==> config.mk <==
export PLATFORM = sky130hd
export DESIGN_NAME = lca_multicycle_adder_ctrl
export DESIGN_NICKNAME = d
export VERILOG_FILES = /design/src/rtl/lca_multicycle_adder_ctrl.sv
export SDC_FILE = /design/constraint.sdc
export NUM_CORES = 1
export LEC_CHECK = 0
export CORE_ASPECT_RATIO = 1.1
export CORE_MARGIN = 2
export CORE_UTILIZATION = 35
export CTS_CLUSTER_SIZE = 30
export DETAILED_ROUTE_END_ITERATION = 16
export PLACE_DENSITY = 0.6
export SYNTH_ARGS = -nofsm -noshare
export SYNTH_HDL_FRONTEND = slang
export SYNTH_SLANG_ARGS = --single-unit
==> constraint.sdc <==
create_clock -name clk -period 3.6 [get_ports clk]
set_input_delay 0.72 -clock clk [delete_from_list [all_inputs] [get_ports clk]]
set_output_delay 0.72 -clock clk [all_outputs]
set_load 0.02 [all_outputs]
==> src/rtl/lca_multicycle_adder_ctrl.sv <==
// Multi-cycle WIDTH-bit adder: one shared SLICE-bit lookahead-carry slice per clock,
// least-significant slice first, with a valid/ready handshake on each side.
module lca_multicycle_adder_ctrl #(
  parameter int WIDTH = 16,
  parameter int SLICE = 4
) (
  input  logic             clk,
  input  logic             rst,
  input  logic             in_valid,
  output logic             in_ready,
  input  logic [WIDTH-1:0] a,
  input  logic [WIDTH-1:0] b,
  input  logic             cin,
  output logic             out_valid,
  input  logic             out_ready,
  output logic [WIDTH-1:0] sum,
  output logic             cout,
  output logic             ovf,
  output logic             busy
);

  localparam int N = WIDTH / SLICE;
  localparam int IDXW = (N > 1) ? $clog2(N) : 1;
  localparam logic [IDXW-1:0] LAST_IDX = IDXW'(N - 1);

  typedef enum logic [1:0] {IDLE, RUN, DONE} state_t;

  state_t state, state_nxt;

  logic [WIDTH-1:0] a_r, b_r, sum_r;
  logic             carry_r, cout_r, ovf_r;
  logic [IDXW-1:0]  idx;
  logic [SLICE-1:0] sa, sb, p, g, s;
  logic [SLICE:0]   c;
  logic             acc, term;
  logic             accept, last;

  assign accept = (state == IDLE) && in_valid;
  assign last   = (idx == LAST_IDX);

  always_ff @(posedge clk or posedge rst) begin
    if (rst) state <= IDLE;
    else     state <= state_nxt;
  end

  always_comb begin
    state_nxt = state;
    case (state)
      IDLE:    if (in_valid)  state_nxt = RUN;
      RUN:     if (last)      state_nxt = DONE;
      DONE:    if (out_ready) state_nxt = IDLE;
      default:                state_nxt = IDLE;
    endcase
  end

  assign in_ready  = (state == IDLE);
  assign busy      = (state == RUN);
  assign out_valid = (state == DONE);
  assign sum       = sum_r;
  assign cout      = cout_r;
  assign ovf       = ovf_r;

  always_comb begin
    sa = '0;
    sb = '0;
    for (int k = 0; k < N; k++) begin
      if (idx == IDXW'(k)) begin
        sa = a_r[k*SLICE +: SLICE];
        sb = b_r[k*SLICE +: SLICE];
      end
    end
  end

  assign p = sa ^ sb;
  assign g = sa & sb;

  // Each carry is a flat sum-of-products over g, p and carry_r rather than a ripple chain.
  always_comb begin
    c    = '0;
    acc  = 1'b0;
    term = 1'b0;
    for (int i = 0; i <= SLICE; i++) begin
      term = carry_r;
      for (int m = 0; m < i; m++) term = term & p[m];
      acc = term;
      for (int k = 0; k < i; k++) begin
        term = g[k];
        for (int m = k + 1; m < i; m++) term = term & p[m];
        acc = acc | term;
      end
      c[i] = acc;
    end
  end

  assign s = p ^ c[SLICE-1:0];

  always_ff @(posedge clk or posedge rst) begin
    if (rst) begin
      a_r     <= '0;
      b_r     <= '0;
      sum_r   <= '0;
      carry_r <= 1'b0;
      cout_r  <= 1'b0;
      ovf_r   <= 1'b0;
      idx     <= '0;
    end else if (accept) begin
      a_r     <= a;
      b_r     <= b;
      sum_r   <= '0;
      carry_r <= cin;
      idx     <= '0;
    end else if (state == RUN) begin
      for (int k = 0; k < N; k++) begin
        if (idx == IDXW'(k)) sum_r[k*SLICE +: SLICE] <= s;
      end
      carry_r <= c[SLICE];
      // idx parks at the last slice so it never wraps inside an operation.
      if (last) begin
        cout_r <= c[SLICE];
        ovf_r  <= c[SLICE-1] ^ c[SLICE];
      end else begin
        idx <= idx + IDXW'(1);
      end
    end
  end

endmodule
### Word-level counts from Yosys, hierarchy flattened

Index checks and enable logic that the tools add are counted.

| storage, ports and cells | value |
|---|---|
| register bits | 55 |
| output and inout port bits | 21 |

| cells by class | value |
|---|---|
| bitwise logic cells | 25 |
| equal/unequal tests | 9 |
| add/sub/neg operators | 1 |
| mux-type cells | 23 |
| reductions and logical operators | 15 |

Operator list:

| operator | count |
|---|---|
| 4-bit 2-to-1 mux | 12 |
| 16-bit 2-to-1 mux | 2 |
| 2-bit 2-to-1 mux | 6 |
| 1-bit AND | 10 |
| 1-bit bitwise OR | 10 |
| 2-bit AND reduction | 5 |
| 2-bit nonzero test | 5 |
| 4-bit bitwise XOR | 2 |
| 2-bit equality test (second input constant) | 3 |
| 2-bit case mux with 3 select lines | 1 |
| 3-bit AND reduction | 2 |
| 4-bit AND | 1 |
| 2-bit by 1-bit equality test with 1-bit output (second input constant) | 2 |
| 2-bit zero test | 2 |
| 2-bit by 1-bit inequality test with 1-bit output (second input constant) | 2 |
| 2-bit inequality test (second input constant) | 2 |
| 2-bit by 1-bit adder with 2-bit output (second input constant) | 1 |
| 1-bit 2-to-1 mux | 2 |
| 1-bit logical AND | 1 |
| 1-bit NOT | 1 |
| 1-bit bitwise XOR | 1 |

### Logic depth before layout (Yosys ltp)

Gate-level depths: netlist of the first run.

| logic depth | value |
|---|---|
| depth in word-level cells | 16 |
| gate-level depth with buffers | 12 |

### Worst setup path before layout of the first run

Ideal clock, no wire load.

| timing path | value |
|---|---|
| path kind | register to register |
| start point | register idx[0] |
| end point | register sum_r[2] (netlist: sum[2]) |
| library setup time | 0.083 ns |
| cell stages (with the launch flop) | 12 |
| slack | 0.890 ns |
| arrival | 2.626 ns |
| cell sequence | dfrtp_1 -> inv_1 -> ha_1 -> clkbuf_1 -> clkbuf_1 -> a21oi_1 -> a22o_1 -> ha_1 -> ha_1 -> o211a_1 -> a211o_1 -> o21ai_0 |

| on the way | value |
|---|---|
| cells in the longest elaborated chain, start to end | 14 |

Ends and longest elaborated chain:

| item | line | source |
|---|---|---|
| from (decl) | 32 | `logic [IDXW-1:0] idx;` |
| from (signal assigned) | 122 | `idx <= idx + IDXW'(1);` |
| 2-bit zero test | 67, 114 |  |
| 4-bit 2-to-1 mux (4 in series) | 67 | `if (idx == IDXW'(k)) begin` |
| 4-bit bitwise XOR | 74 | `assign p = sa ^ sb;` |
| 1-bit AND (2 in series) | 84 | `for (int m = 0; m < i; m++) term = term & p[m];` |
| 1-bit bitwise OR (2 in series) | 89 | `acc = acc \| term;` |
| 4-bit bitwise XOR | 95 | `assign s = p ^ c[SLICE-1:0];` |
| 4-bit 2-to-1 mux | 114 | `if (idx == IDXW'(k)) sum_r[k*SLICE +: SLICE] <= s;` |
| 16-bit 2-to-1 mux | 112 | `end else if (state == RUN) begin` |
| 16-bit 2-to-1 mux | 106 | `end else if (accept) begin` |
| to (signal, indexed assignment) | 114 |  |
| to (decl) | 30 | `logic [WIDTH-1:0] a_r, b_r, sum_r;` |

Parallel ways exist; a longest one is shown, timed or not. The select of a mux whose other input is x is not followed.
A chain may end at the register's enable or synchronous reset.

### Worst setup path in the final report of the first run

| timing path | value |
|---|---|
| start point | register idx[1] |
| end point | register sum_r[6] (netlist: sum[6]) |

| on the way | value |
|---|---|
| cells in the longest elaborated chain, start to end | 14 |

Ends and longest elaborated chain:

| item | line |
|---|---|
| 2-bit zero test | 67 |
| 4-bit 2-to-1 mux (4 in series) | 67 |
| 4-bit bitwise XOR | 74 |
| 1-bit AND (2 in series) | 84 |
| 1-bit bitwise OR (2 in series) | 89 |
| 4-bit bitwise XOR | 95 |
| 4-bit 2-to-1 mux | 114 |
| 16-bit 2-to-1 mux | 112 |
| 16-bit 2-to-1 mux | 106 |

Parallel ways exist; a longest one is shown, timed or not. The select of a mux whose other input is x is not followed.

==> impl_metrics.csv, run 1 <==
group,metric,value,unit
outcome,status,"finished, final reports clean",
floorplan,ios,58,
clock_tree,cts.sinks,55,
setup_path,r2r_cells,9,
setup_path,r2r-start,"idx[1]",
floorplan,die_area,9020,sq um
synth,synth-simple-area-share,10.1,%
setup_path,cp_cell_sequence,"inv_1, ha_1, o21ai_0, a22o_1, ha_1, ha_1, o211a_1, a211o_1, o21ai_0",
grt,grt_max_degree,29,
routing,wirelength,6.21,mm
synth,synth-compound-area-share,14.5,%
routing,ant_nets,0,
clock_tree,post_cts_buffers,0,
power,power_density,1020,nW/um^2
power,p_seq_share,30.7,%
clock_tree,cts-root-buf,"clkbuf_8",
setup_path,worst_setup_path_start_kind,"register",
synth,async_flop_share,100,%
power,combPwrFrac,57.9,%
setup_path,max_stage_delay,0.49,ns
setup_path,r2r_setup_slack,0.85,ns
min_path,hp-start,"sum[10]",
place,io_buffers,57,
grt,grt_pass1_vias,2082,
timing,worst_pin_slew,0.574,ns
routing,firstDrtPassIters,4,
grt,grt_util_all_layers,14.8,%
synth,synth_cell_types,37,
layout,design_area,3640,sq um
setup_path,cp.arrival,2.99,ns
synth,syn_area,2900,sq um
timing,period_needed,2.75,ns
setup_path,crit_fanout,18,
routing,vias,2042,
layout,nNetsFinal,356,
setup_path,path_class,"reg2reg",
place,finalWeightedCongestion,0.780,
setup_path,cpMaxStageDelayCell,"ha_1",
timing,fmax,0.363,GHz
synth,synth-edff-count,0,
clock_tree,cts_hold_buf,0,
setup_path,worst-path-buf-inv,1,
grt,overflow,0,
layout,fillers,771,
routing,avgViaCountPerCell,4.89,
floorplan,core_area,7960,sq um
synth,ys.flop_type,"dfrtp_1",
clock_tree,clk-insertion-delay-late,0.31,ns
setup_path,r2r_end,"sum[6]",
floorplan,start_util,36.4,%
synth,synthXorXnorAreaFrac,0.605,%
layout,synthToLayoutAreaGrowth,25.7,%
routing,drc,0,
routing,routedWlPerCell,14.8,um
power,leakagePower,1.67,nW
synth,yosysWarnings,0,
power,ir_worst_vdd,0.365,mV
setup_path,cp_common_cell,"ha_1",
synth,synthAdderAreaFrac,4.58,%
power,clkPwrFrac,11.4,%
flow_run,maxCapViolCount,0,
timing,rsz0062_at_grt,"false",
synth,avgSynthCellArea,11.4,sq um
clock_tree,cts_buffers,5,
clock_tree,cts_buffer_depth,2,
place,hpwl,4.72,mm
grt,antenna_found_initial,0,
clock_tree,cts_tree,"built",
power,p_int,2.19,mW
setup_path,cp-end-kind,"register",
timing,maxSlewViolCount,0,
timing,relSlewSlack,61.7,%
synth,yosysSeqAreaShare,47.5,%
setup_path,crit_family,"compound AO/OA/AOI/OAI gates",
clock_tree,cts-resized-gates,0,
routing,drt_iter0_drc,77,
timing,hold_viol,0,
min_path,min-delay-path-class,"reg2reg",
synth,muxShareOfSynthArea,16.5,%
timing,clock-skew-final,0.0113,ns
layout,drive_above_1_share,16.1,%
floorplan,num_rows,34,
power,p_sw,1.53,mW
grt,grt_first_pass_wirelength,10.6,mm
min_path,hold_depth,2,
layout,diodes,0,
clock_tree,clkTransAtPathRegs,0.10,ns
min_path,hold_end,"sum[10]",
synth,ys_seq_elements,55,
timing,setup_tns,0,ns
clock_tree,h-tree-depth,2,
synth,syn-instance-count,255,
timing,period_share,76.4,%
synth,synth_top_family_by_area,"multiplexers",
setup_path,crit_required,3.84,ns
floorplan,die_y,99.4,um
floorplan,die_w,90.7,um
place,placed_area,3520,sq um
timing,final-setup-viol-count,0,
synth,postSynthNetCount,302,
power,p_sw_share,41.2,%
-- worst register-to-register path, cell delays in order, from the launching register on --
cell and delay (ns):
dfrtp_1 0.42, inv_1 0.09, ha_1 0.49, o21ai_0 0.17
a22o_1 0.23, ha_1 0.30, ha_1 0.20, o211a_1 0.31
a211o_1 0.30, o21ai_0 0.17
-- layout make-up --
cell class / count / area, sq um / share of cell area (%)
Sequential cell: 55 / 1380 / 37.8
Tap cell: 108 / 135 / 3.71
Clock inverter: 2 / 35.0 / 0.963
Multi-Input combinational cell: 169 / 1340 / 36.8
Clock buffer: 6 / 82.6 / 2.27
Timing Repair Buffer: 63 / 616 / 16.9
Inverter: 15 / 56.3 / 1.55
-- cell usage after synthesis (all sizes together), types with 6 or more instances --
master,n,share of area [%]
a21oi,24,4.1
dfrtp,55,48
a22o,8,2.4
nor2,11,1.4
ha,9,3.9
buf,6,3.0
nand2,17,2.2
mux2,32,16
inv,15,1.9
clkbuf,10,1.3
o21ai,21,3.6
a211oi,7,1.8
-- power by group through the flow --
stage | Clock, mW | Combinational, mW | Sequential [mW]
5_1_grt | 0.458 | 2.39 | 1.19
4_1_cts | 0.437 | 2.16 | 1.15
2_1_floorplan | 0 | 1.54 | 1.17
3_5_place_dp | 0 | 2.16 | 1.16
3_3_place_gp | 0 | 2.12 | 1.15
6_report | 0.423 | 2.15 | 1.14
-- layout by cell type, fill, tap and decap left out, types with 3 or more instances in the layout --
cell type,instances
dfrtp_1,55
nor4_1,3
nor2_1,11
mux2_4,31
ha_1,9
nand3_1,5
o21ai_0,21
a211oi_1,7
and3b_1,4
clkdlybuf4s50_1,57
a21oi_1,24
inv_1,14
nor3_1,3
buf_4,6
a22o_1,8
clkbuf_8,6
nand2_1,17
nand3b_1,4
-- flip-flops by register name (all words and copies together), names as in the netlist --
register / cells
cout: 1
b_r: 16
state: 2
carry_r: 1
ovf: 1
a_r: 16
sum: 16
idx: 2
-- worst max-delay path by stage --
stage / start / end / cells after the start
after floorplan: idx[0] / sum[2] / 11
after global placement: in_valid / b_r[7] / 4
after detailed placement: idx[1] / sum[6] / 9
after CTS: idx[1] / sum[6] / 9
after global routing: idx[1] / sum[6] / 9
final: idx[1] / sum[6] / 9
-- cell families (layout without fill, tap and decap cells) --
group,after synthesis,count (layout)
buffers and inverters,31,86
multiplexers,32,32
AND/OR/NAND/NOR,56,56
XOR/XNOR,2,2
flip-flops,55,55
AO/OA/AOI/OAI,69,69
adder cells (fa/ha/maj),10,10
-- metrics by stage --
step	total power, mW	instances	worst slack, ns	util (%)	hold WS [ns]
finish	3.72	418	0.849	45.8	0.505
global route	4.03	418	0.524	45.8	0.538
CTS	3.75	418	0.846	45.8	0.516
detailed placement	3.31	410	0.867	44.3	0.492
global placement	3.28	410	0.895	44.3	0.485
floorplan	2.71	255	0.890	-	0.480
-- layer usage --
metal | wire length [um] | global-route usage [%] | vias to the layer above
met4 | 119 | 4.85 | 0
met1 | 2820 | 19.2 | 964
met2 | 2990 | 24.5 | 60
met5 | 0 | 0 | -
li1 | - | - | 1008
met3 | 283 | 3.33 | 10
Power figures use the tool's default switching activity.
==> inputs of run 2 (changes only) <==
- PLACE_DENSITY: 0.6 -> 0.62
- clock period: 3.6 -> 2.2 ns (I/O delays scaled with it)
==> impl_metrics.csv, run 2 (synthesis results as in run 1) <==
group,metric,value,unit
outcome,violations,"setup timing",
setup_path,worst-path-buf-inv,2,
grt,grt_util_all_layers,15.1,%
place,io_buffers,57,
floorplan,core_area,7960,sq um
setup_path,crit_required,2.44,ns
power,ir_worst_vdd,0.798,mV
outcome,status,"finished, violations left",
routing,ant_nets,0,
clock_tree,cts_buffer_depth,2,
floorplan,die_y,99.4,um
power,power_density,1880,nW/um^2
grt,overflow,0,
setup_path,crit_family,"compound AO/OA/AOI/OAI gates",
floorplan,die_area,9020,sq um
floorplan,num_rows,34,
layout,diodes,0,
timing,worst_pin_slew,0.516,ns
setup_path,crit_fanout,7,
clock_tree,h-tree-depth,2,
layout,synthToLayoutAreaGrowth,41.1,%
routing,drc,0,
setup_path,r2r-start,"idx[0]",
timing,whs,0.474,ns
layout,fin_util,51.4,%
grt,grt_pass1_vias,2113,
setup_path,max_stage_delay,0.41,ns
floorplan,die_w,90.7,um
setup_path,cp_common_cell,"ha_4",
flow_run,maxCapViolCount,0,
setup_path,cp.arrival,2.67,ns
grt,grt_first_pass_wirelength,10.8,mm
routing,wirelength,6.73,mm
setup_path,cp_cell_sequence,"buf_6, buf_4, ha_4, a21oi_1, a22o_1, ha_4, ha_4, o211a_4, a211o_1, o21ai_1",
grt,grt_max_degree,28,
grt,antenna_found_initial,0,
setup_path,r2r_cells,10,
place,finalWeightedCongestion,0.838,
clock_tree,cts_tree,"built",
timing,worst_slack,-0.226,ns
setup_path,worst_setup_path_start_kind,"register",
clock_tree,cts.sinks,55,
floorplan,ios,58,
routing,firstDrtPassIters,6,
clock_tree,cts_buffers,5,
setup_path,cpMaxStageDelayCell,"dfrtp_1",
layout,mostFrequentLayoutCells,"clkdlybuf4s50_1, dfrtp_1, mux2_4, buf_4, a21oi_1",
timing,clock-skew-final,0.0139,ns
routing,avgViaCountPerCell,4.99,
setup_path,r2r_end,"sum[10]",
timing,period_share,110,%
layout,drive_above_1_share,30.1,%
clock_tree,clk-insertion-delay-late,0.31,ns
min_path,min-delay-path-class,"in2async",
timing,final-setup-viol-count,11,
place,hpwl,4.91,mm
timing,hold_viol,0,
timing,rsz0062_at_grt,"true",
clock_tree,cts-root-buf,"clkbuf_8",
timing,relSlewSlack,65.6,%
routing,drt_iter0_drc,73,
clock_tree,clkTransAtPathRegs,0.10,ns
layout,final_common_cell,"clkdlybuf4s50_1",
timing,setup_tns,-1.48,ns
timing,fmax,0.412,GHz
setup_path,r2r_setup_slack,-0.23,ns
timing,maxSlewViolCount,0,
power,leakagePower,1.82,nW
timing,period_needed,2.43,ns
routing,vias,2210,
clock_tree,cts_hold_buf,0,
layout,nNetsFinal,381,
setup_path,cp-end-kind,"register",
floorplan,start_util,36.4,%
setup_path,path_class,"reg2reg",
routing,routedWlPerCell,15.2,um
==> run 2: area by class of cell <==
type / count / area, sq um
fillers: 721 / 3870
multi-input cells: 169 / 1550
flip-flops and latches: 55 / 1380
repair buffers: 88 / 838
well taps: 108 / 135
clock buffers: 6 / 72.6
clock inverters: 2 / 60.1
inverters: 15 / 56.3
==> run 2: repair_timing <==
item / 4_1_cts / 5_1_grt
endpoints found under the setup margin: 16 / 20
pin swaps: 3 / 16
setup buffers: 3 / 7
gates resized for setup: 7 / 31
==> run 2: power by group <==
| part | total [mW] | internal [mW] | leakage (nW) | switching (mW) |
|---|---|---|---|---|
| Sequential | 1.87 | 1.51 | 0.668 | 0.354 |
| Clock | 0.786 | 0.455 | 0.0654 | 0.331 |
| Combinational | 5.02 | 2.66 | 1.09 | 2.37 |
==> run 2: metal layers <==
| metal | vias up | part of all wire (%) | global-route usage, % |
|---|---|---|---|
| li1 | 1062 | - | - |
| met1 | 1067 | 44 | 19.6 |
| met2 | 64 | 48 | 25.0 |
| met3 | 17 | 4.7 | 3.11 |
| met4 | 0 | 2.8 | 5.80 |
| met5 | - | 0 | 0 |
==> run 2: worst max path at each step <==
stage | start | endpoint | slack, ns | cells past startpoint
6_report | idx[0] | sum[10] | -0.23 | 10
5_1_grt | idx[1] | sum[7] | -0.30 | 11
4_1_cts | idx[1] | sum[10] | -0.15 | 10
3_5_place_dp | idx[0] | sum[10] | -0.22 | 10
3_3_place_gp | idx[0] | sum[11] | -0.17 | 11
2_1_floorplan | idx[0] | sum[2] | -0.28 | 12
==> run 2: through the flow <==
step	total power [mW]	area, sq um	std cells	setup WS, ns
floorplan	4.59	2960	255	-0.278
global placement	5.78	3690	427	-0.171
detailed placement	5.87	3690	427	-0.223
CTS	6.94	3890	438	-0.147
global route	8.20	4090	443	-0.299
finish	7.67	4090	443	-0.226
